<file path="src/rtl/uart_rx_async_core.sv">
// rtl/uart_rx_async_core.sv - 16x oversampled UART receiver with holding-register or FIFO delivery
module uart_rx_async_core #(
  parameter bit RX_FIFO = 1'b0
) (
  input  logic       clk,
  input  logic       aresetn,
  input  logic       samp_pulse,
  input  logic       rx,
  input  logic       bit8,
  input  logic       parity_en,
  input  logic       odd_n_even,
  input  logic       read_rx_byte,
  input  logic       clear_err,
  input  logic       fifo_full,
  output logic [7:0] rx_dout,
  output logic       rx_ready,
  output logic       fifo_write_n,
  output logic       parity_err,
  output logic       framing_err,
  output logic       overflow
);

  typedef enum logic [2:0] {IDLE, START, DATA, PARITY, STOP} state_t;

  state_t      state, state_nxt;
  logic        rx_s1, rx_s2;
  logic [2:0]  samp_sh;
  logic        voted;
  logic [3:0]  cnt;
  logic        mid;
  logic [2:0]  bit_idx;
  logic        last_bit;
  logic [7:0]  data;
  logic        bit8_l, pen_l, odd_l;
  logic        perr;
  logic        wait_high;
  logic        dlv, dlv_ferr;
  logic        start_frame, take_bit, take_par, take_stop;

  assign voted    = (samp_sh[0] & samp_sh[1]) | (samp_sh[0] & samp_sh[2]) | (samp_sh[1] & samp_sh[2]);
  assign mid      = samp_pulse && (cnt == 4'd8);
  assign last_bit = (bit_idx == 3'd7) || (!bit8_l && (bit_idx == 3'd6));

  // Two-flop synchronizer plus three-sample history for majority voting
  always_ff @(posedge clk or negedge aresetn) begin
    if (!aresetn) begin
      rx_s1   <= 1'b1;
      rx_s2   <= 1'b1;
      samp_sh <= 3'b111;
    end else begin
      rx_s1 <= rx;
      rx_s2 <= rx_s1;
      if (samp_pulse) samp_sh <= {samp_sh[1:0], rx_s2};
    end
  end

  // FSM state register
  always_ff @(posedge clk or negedge aresetn) begin
    if (!aresetn) state <= IDLE;
    else          state <= state_nxt;
  end

  // FSM next-state logic; every bit decision is made at the mid-bit sample
  always_comb begin
    state_nxt = state;
    case (state)
      IDLE:    if (samp_pulse && !wait_high && !rx_s2) state_nxt = START;
      START:   if (mid) state_nxt = voted ? IDLE : DATA;
      DATA:    if (mid && last_bit) state_nxt = pen_l ? PARITY : STOP;
      PARITY:  if (mid) state_nxt = STOP;
      STOP:    if (mid) state_nxt = IDLE;
      default: state_nxt = IDLE;
    endcase
  end

  // FSM outputs: per-sample datapath controls
  always_comb begin
    start_frame = (state == IDLE) && samp_pulse && !wait_high && !rx_s2;
    take_bit    = (state == DATA) && mid;
    take_par    = (state == PARITY) && mid;
    take_stop   = (state == STOP) && mid;
  end

  // Sample counter, shift register, frame config latch and parity/break tracking
  always_ff @(posedge clk or negedge aresetn) begin
    if (!aresetn) begin
      cnt       <= 4'd0;
      bit_idx   <= 3'd0;
      data      <= 8'd0;
      bit8_l    <= 1'b0;
      pen_l     <= 1'b0;
      odd_l     <= 1'b0;
      perr      <= 1'b0;
      wait_high <= 1'b0;
      dlv       <= 1'b0;
      dlv_ferr  <= 1'b0;
    end else begin
      dlv      <= take_stop;
      dlv_ferr <= take_stop & ~voted;
      if (samp_pulse) cnt <= start_frame ? 4'd0 : cnt + 4'd1;
      if (start_frame) begin
        bit_idx <= 3'd0;
        data    <= 8'd0;
        bit8_l  <= bit8;
        pen_l   <= parity_en;
        odd_l   <= odd_n_even;
        perr    <= 1'b0;
      end
      if (take_bit) begin
        data[bit_idx] <= voted;
        bit_idx       <= bit_idx + 3'd1;
      end
      if (take_par) perr <= voted ^ (^data) ^ odd_l;
      // A low stop bit may be a break: hold off new frames until the line goes high
      if (take_stop && !voted)                             wait_high <= 1'b1;
      else if ((state == IDLE) && samp_pulse && rx_s2)     wait_high <= 1'b0;
    end
  end

  // Byte delivery to the holding register or FIFO, with sticky error flags
  always_ff @(posedge clk or negedge aresetn) begin
    if (!aresetn) begin
      rx_dout      <= 8'd0;
      rx_ready     <= 1'b0;
      fifo_write_n <= 1'b1;
      parity_err   <= 1'b0;
      framing_err  <= 1'b0;
      overflow     <= 1'b0;
    end else begin
      fifo_write_n <= 1'b1;
      if (clear_err) begin
        parity_err  <= 1'b0;
        framing_err <= 1'b0;
        overflow    <= 1'b0;
      end
      if (dlv && perr)     parity_err  <= 1'b1;
      if (dlv && dlv_ferr) framing_err <= 1'b1;
      if (RX_FIFO) begin
        rx_ready <= 1'b0;
        if (dlv) begin
          if (fifo_full) begin
            overflow <= 1'b1;
          end else begin
            rx_dout      <= data;
            fifo_write_n <= 1'b0;
          end
        end
      end else begin
        if (dlv) begin
          rx_dout  <= data;
          rx_ready <= 1'b1;
          if (rx_ready && !read_rx_byte) overflow <= 1'b1;
        end else if (read_rx_byte) begin
          rx_ready <= 1'b0;
        end
      end
    end
  end

endmodule

</file>
<file path="config.mk">
export PLATFORM = sky130hd
export DESIGN_NAME = uart_rx_async_core
export DESIGN_NICKNAME = d
export VERILOG_FILES = /design/src/rtl/uart_rx_async_core.sv
export SDC_FILE = /design/constraint.sdc
export NUM_CORES = 1
export LEC_CHECK = 0
export CAP_MARGIN = 25
export CORE_UTILIZATION = 35
export DETAILED_ROUTE_END_ITERATION = 10
export PLACE_DENSITY_LB_ADDON = 0.08
export SLEW_MARGIN = 0
export SYNTH_ARGS = -nofsm -noshare
export SYNTH_HDL_FRONTEND = slang
export SYNTH_SLANG_ARGS = --single-unit
</file>
<file path="constraint.sdc">
create_clock -name clk -period 2.44 [get_ports clk]
set_input_delay 0.732 -clock clk [delete_from_list [all_inputs] [get_ports clk]]
set_output_delay 0.732 -clock clk [all_outputs]
set_load 0.02 [all_outputs]
</file>
==> results of run 1 <==
flip-flops by register name (all words and copies together) (netlist names), 3 cells and up:
register / count
samp_sh: 3
bit_idx: 3
cnt: 4
rx_dout: 8
state: 3
data: 8
layer usage:
metal  vias up  wire, um  GRT usage [%]  share of wire, %
met5         -         0              0                 0
met4         0        53           7.55               1.4
met3         6       118           3.81               3.2
met2        25      1870           23.6                51
met1       654      1640           16.0                45
li1        638         -              -                 -
cell families (layout without fill, tap and decap cells):
group	Yosys count	in the layout	synth area share, %
AO/OA/AOI/OAI	37	37	13.9
XOR/XNOR	8	8	5.61
adder cells (fa/ha/maj)	5	5	3.15
buffers and inverters	18	44	5.23
flip-flops	42	42	53.3
multiplexers	11	11	6.24
other	1	1	0.189
AND/OR/NAND/NOR	39	39	12.4
worst paths after layout:
check,start,end,slack (ns)
worst max-delay path,samp_pulse,data[0]$_DFF_PN0_,0.22
worst min-delay path,rx_s1$_DFF_PN1_,rx_s2$_DFF_PN1_,0.36
worst max register to register,state[0]$_DFFE_PN0P_,data[0]$_DFF_PN0_,0.59
worst min register to register,rx_s1$_DFF_PN1_,rx_s2$_DFF_PN1_,0.36
max in group asynchronous,aresetn,rx_s1$_DFF_PN1_,1.57
min in group asynchronous,aresetn,rx_dout[3]$_DFFE_PN0P_,0.50
cells in the mapped netlist (2+ instances only):
cell type	number	share of area [%]
a21o_1	3	1.1
a21oi_1	2	0.50
a22o_1	3	1.3
and3_1	2	0.63
buf_4	2	0.76
buf_6	3	1.7
clkbuf_1	2	0.38
dfrtp_1	37	47
dfstp_2	5	6.6
ha_1	5	3.2
inv_1	8	1.5
mux2_2	11	6.2
nand2_1	9	1.7
nand2b_1	2	0.63
nand3_1	6	1.5
nand4_1	2	0.63
nand4b_1	2	0.88
nor2_1	5	0.95
o211ai_1	6	2.3
o21ai_0	6	1.5
o311ai_0	2	0.88
o31ai_1	6	2.3
o41ai_1	3	1.3
xnor2_1	3	1.3
xnor3_1	3	3.4
xor2_1	2	0.88
where the power goes:
| part | total (W) | internal, W | switching (W) |
|---|---|---|---|
| Clock | 0.000461 | 0.000227 | 0.000233 |
| Combinational | 0.000422 | 0.000219 | 0.000203 |
| Sequential | 0.000937 | 0.000815 | 0.000122 |
| Total | 0.00182 | 0.00126 | 0.000559 |
cells in the final DEF (no fill, tap or decap), types with 3 or more instances in the layout:
master,n
a21o_1,3
a22o_1,3
buf_4,8
clkbuf_8,6
clkdlybuf4s50_1,19
dfrtp_1,37
dfstp_2,5
ha_1,5
inv_1,8
mux2_2,11
nand2_1,9
nand3_1,6
nor2_1,5
o211ai_1,6
o21ai_0,6
o31ai_1,6
o41ai_1,3
xnor2_1,3
xnor3_1,3
cell type report:
| class | instances | area [sq um] | area share (%) |
|---|---|---|---|
| clock buffers | 6 | 82.6 | 3.51 |
| well taps | 72 | 90.1 | 3.83 |
| multi-input cells | 101 | 823 | 35.0 |
| repair buffers | 28 | 255 | 10.9 |
| flip-flops and latches | 42 | 1060 | 45.0 |
| clock inverters | 2 | 12.5 | 0.532 |
| inverters | 8 | 30.0 | 1.28 |
worst max-delay path: stages:
cell and delay [ns]:
clkdlybuf4s50_1 0.47, or3b_4 0.38, or4_4 0.53, o311ai_0 0.15
o41ai_1 0.13
stage by stage:
step,std cells,cell area (sq um),setup WS [ns],hold WS (ns)
after floorplan,161,1980,0.443,0.345
after global placement,251,2260,-0.101,0.347
after detailed placement,251,2260,-0.100,0.349
after CTS,259,2350,0.223,0.361
after global routing,259,2350,0.155,0.362
final,259,2350,0.219,0.360
==> metrics list, run 1 <==
* Number of nets produced by synthesis: 176
- Required time worst endpoint: 2.60 ns
- Top flip-flop cell by instance count after synthesis: dfrtp_1
- At the end of the flow, the number of nets in the layout was 201.
- The share of the Yosys chip area taken by registers is 53.3%.
- Summed over all cells, the static leakage comes to 1.08 nW.
- Number of instances in the synthesized netlist: 161
- Synth warn: 0
- Peak Freq: 450 MHz
- PD cells: 774 nW/um^2
- Longest Clk Path Bufs: 2
* Count of buffers from port buffering: 20
- In this run, the number of DRC markers left after iteration 0 of detailed routing was 103.
- In the final routed layout, each cell accounts on average for 14.2 um.
* Clk pin slew, worst setup/hold paths: 0.08 ns
- Flops & latches, synth: 42
- Power Total: 0.00182 W
* Layout area overhead: 18.5%
- The number of antenna violations at the first check in global routing is 0.
- Hold path cells: 0
- The flow ran to the end, and the final reports show no timing, DRC or antenna violations.
- Once detail routing completed, the nets flagged for antenna violations numbered 0.
- The worst path uses 91.0% of the clock period.
- After floorplanning, the core was sized to cover 5470 sq um.
- Setup repair after global routing missed its margin: false
* Initial cell density of the core: 36.3%
- Final Critical Period: 2.22 ns
- Die Y-Extent: 77.3 um
- At the worst endpoint, the arrival time is 2.38 ns.
* DR vias: 1,323
* Root cell of the clock tree: clkbuf_8
- Setup violations remaining at the end of the flow were counted as 0.
- From left edge to right edge, the die measures 77.3 um.
* Largest net degree at the start of global routing: 43
- The routed design has 3.68 mm of wire.
- TritonCTS Buffers: 5
- Fraction of final layout cells sized beyond drive strength 1: 21.9%
* Row count: 27
* Class of the most critical setup path: in2reg
- Between clock sinks in the finished design, the worst skew comes to 0.00898 ns.
* GRT Total Usage: 14.0%
- Final TNS setup: 0 ns
- Per-cell via count in the routed design: 5.11
- Post-CTS repair changed the size of 0 cells.
- For this design, the sink count on the clock tree is 42.
- Worst hold path type: reg2reg
* Post-Synthesis Cell Area: 1980 sq um
- The worst register-to-register path has a depth of 4.
- Placer's final routability congestion estimate: 0.826
- Number of search-and-repair iterations in the first detailed-routing pass: 4
- Core occupancy in the finished layout: 43.0%
* Final routed DRC violation total: 0
- Synthesized area per cell: 12.3 sq um
* Actual transition at the worst max-transition pin: 0.523 ns
- Final-report max-slew violation count: 0
- Die ar.: 5970 sq um
* Synth async-reset ratio: 100%
- Counting flops with a built-in enable in the synthesized netlist gives 0.
- Kind of end point of the critical path: register
- Of all nets on the critical path, the largest fanout is 13.
- The hold violation count in the final report is 0.
- Count of unique library cells instantiated by Yosys: 47
- TritonCTS built the clock tree.
- CTS HTree Levels: 2
* Worst max-slew margin expressed relative to the limit: 65.1%
- Once the clock tree was built, the setup fixing pass inserted 0 buffers.
* Peak VDD IR: 318 uV
- The via count of the first global-routing pass came to 1,316.
- Hold buffer count at cts: 0
- Antenna Diode Count: 0
* Crit path launch type: input port
- GRT overflow: 0
* Global-route wire length before repair: 6.35 mm
- I/O pin total: 23
* Worst-Skew Late Latency: 0.29 ns
* HPWL after detailed placement: 2.65 mm
* Number of maximum-capacitance violations: 0
- Fill cell instance count of the final layout: 529
No activity file was read; power rests on OpenSTA's default activity.
==> run 2, diff against run 1 <==
HOLD_SLACK_MARGIN = 0.03   (was default)
==> results of run 2 <==
Same layout as run 1: the final DEF is identical, and so are final timing and power.
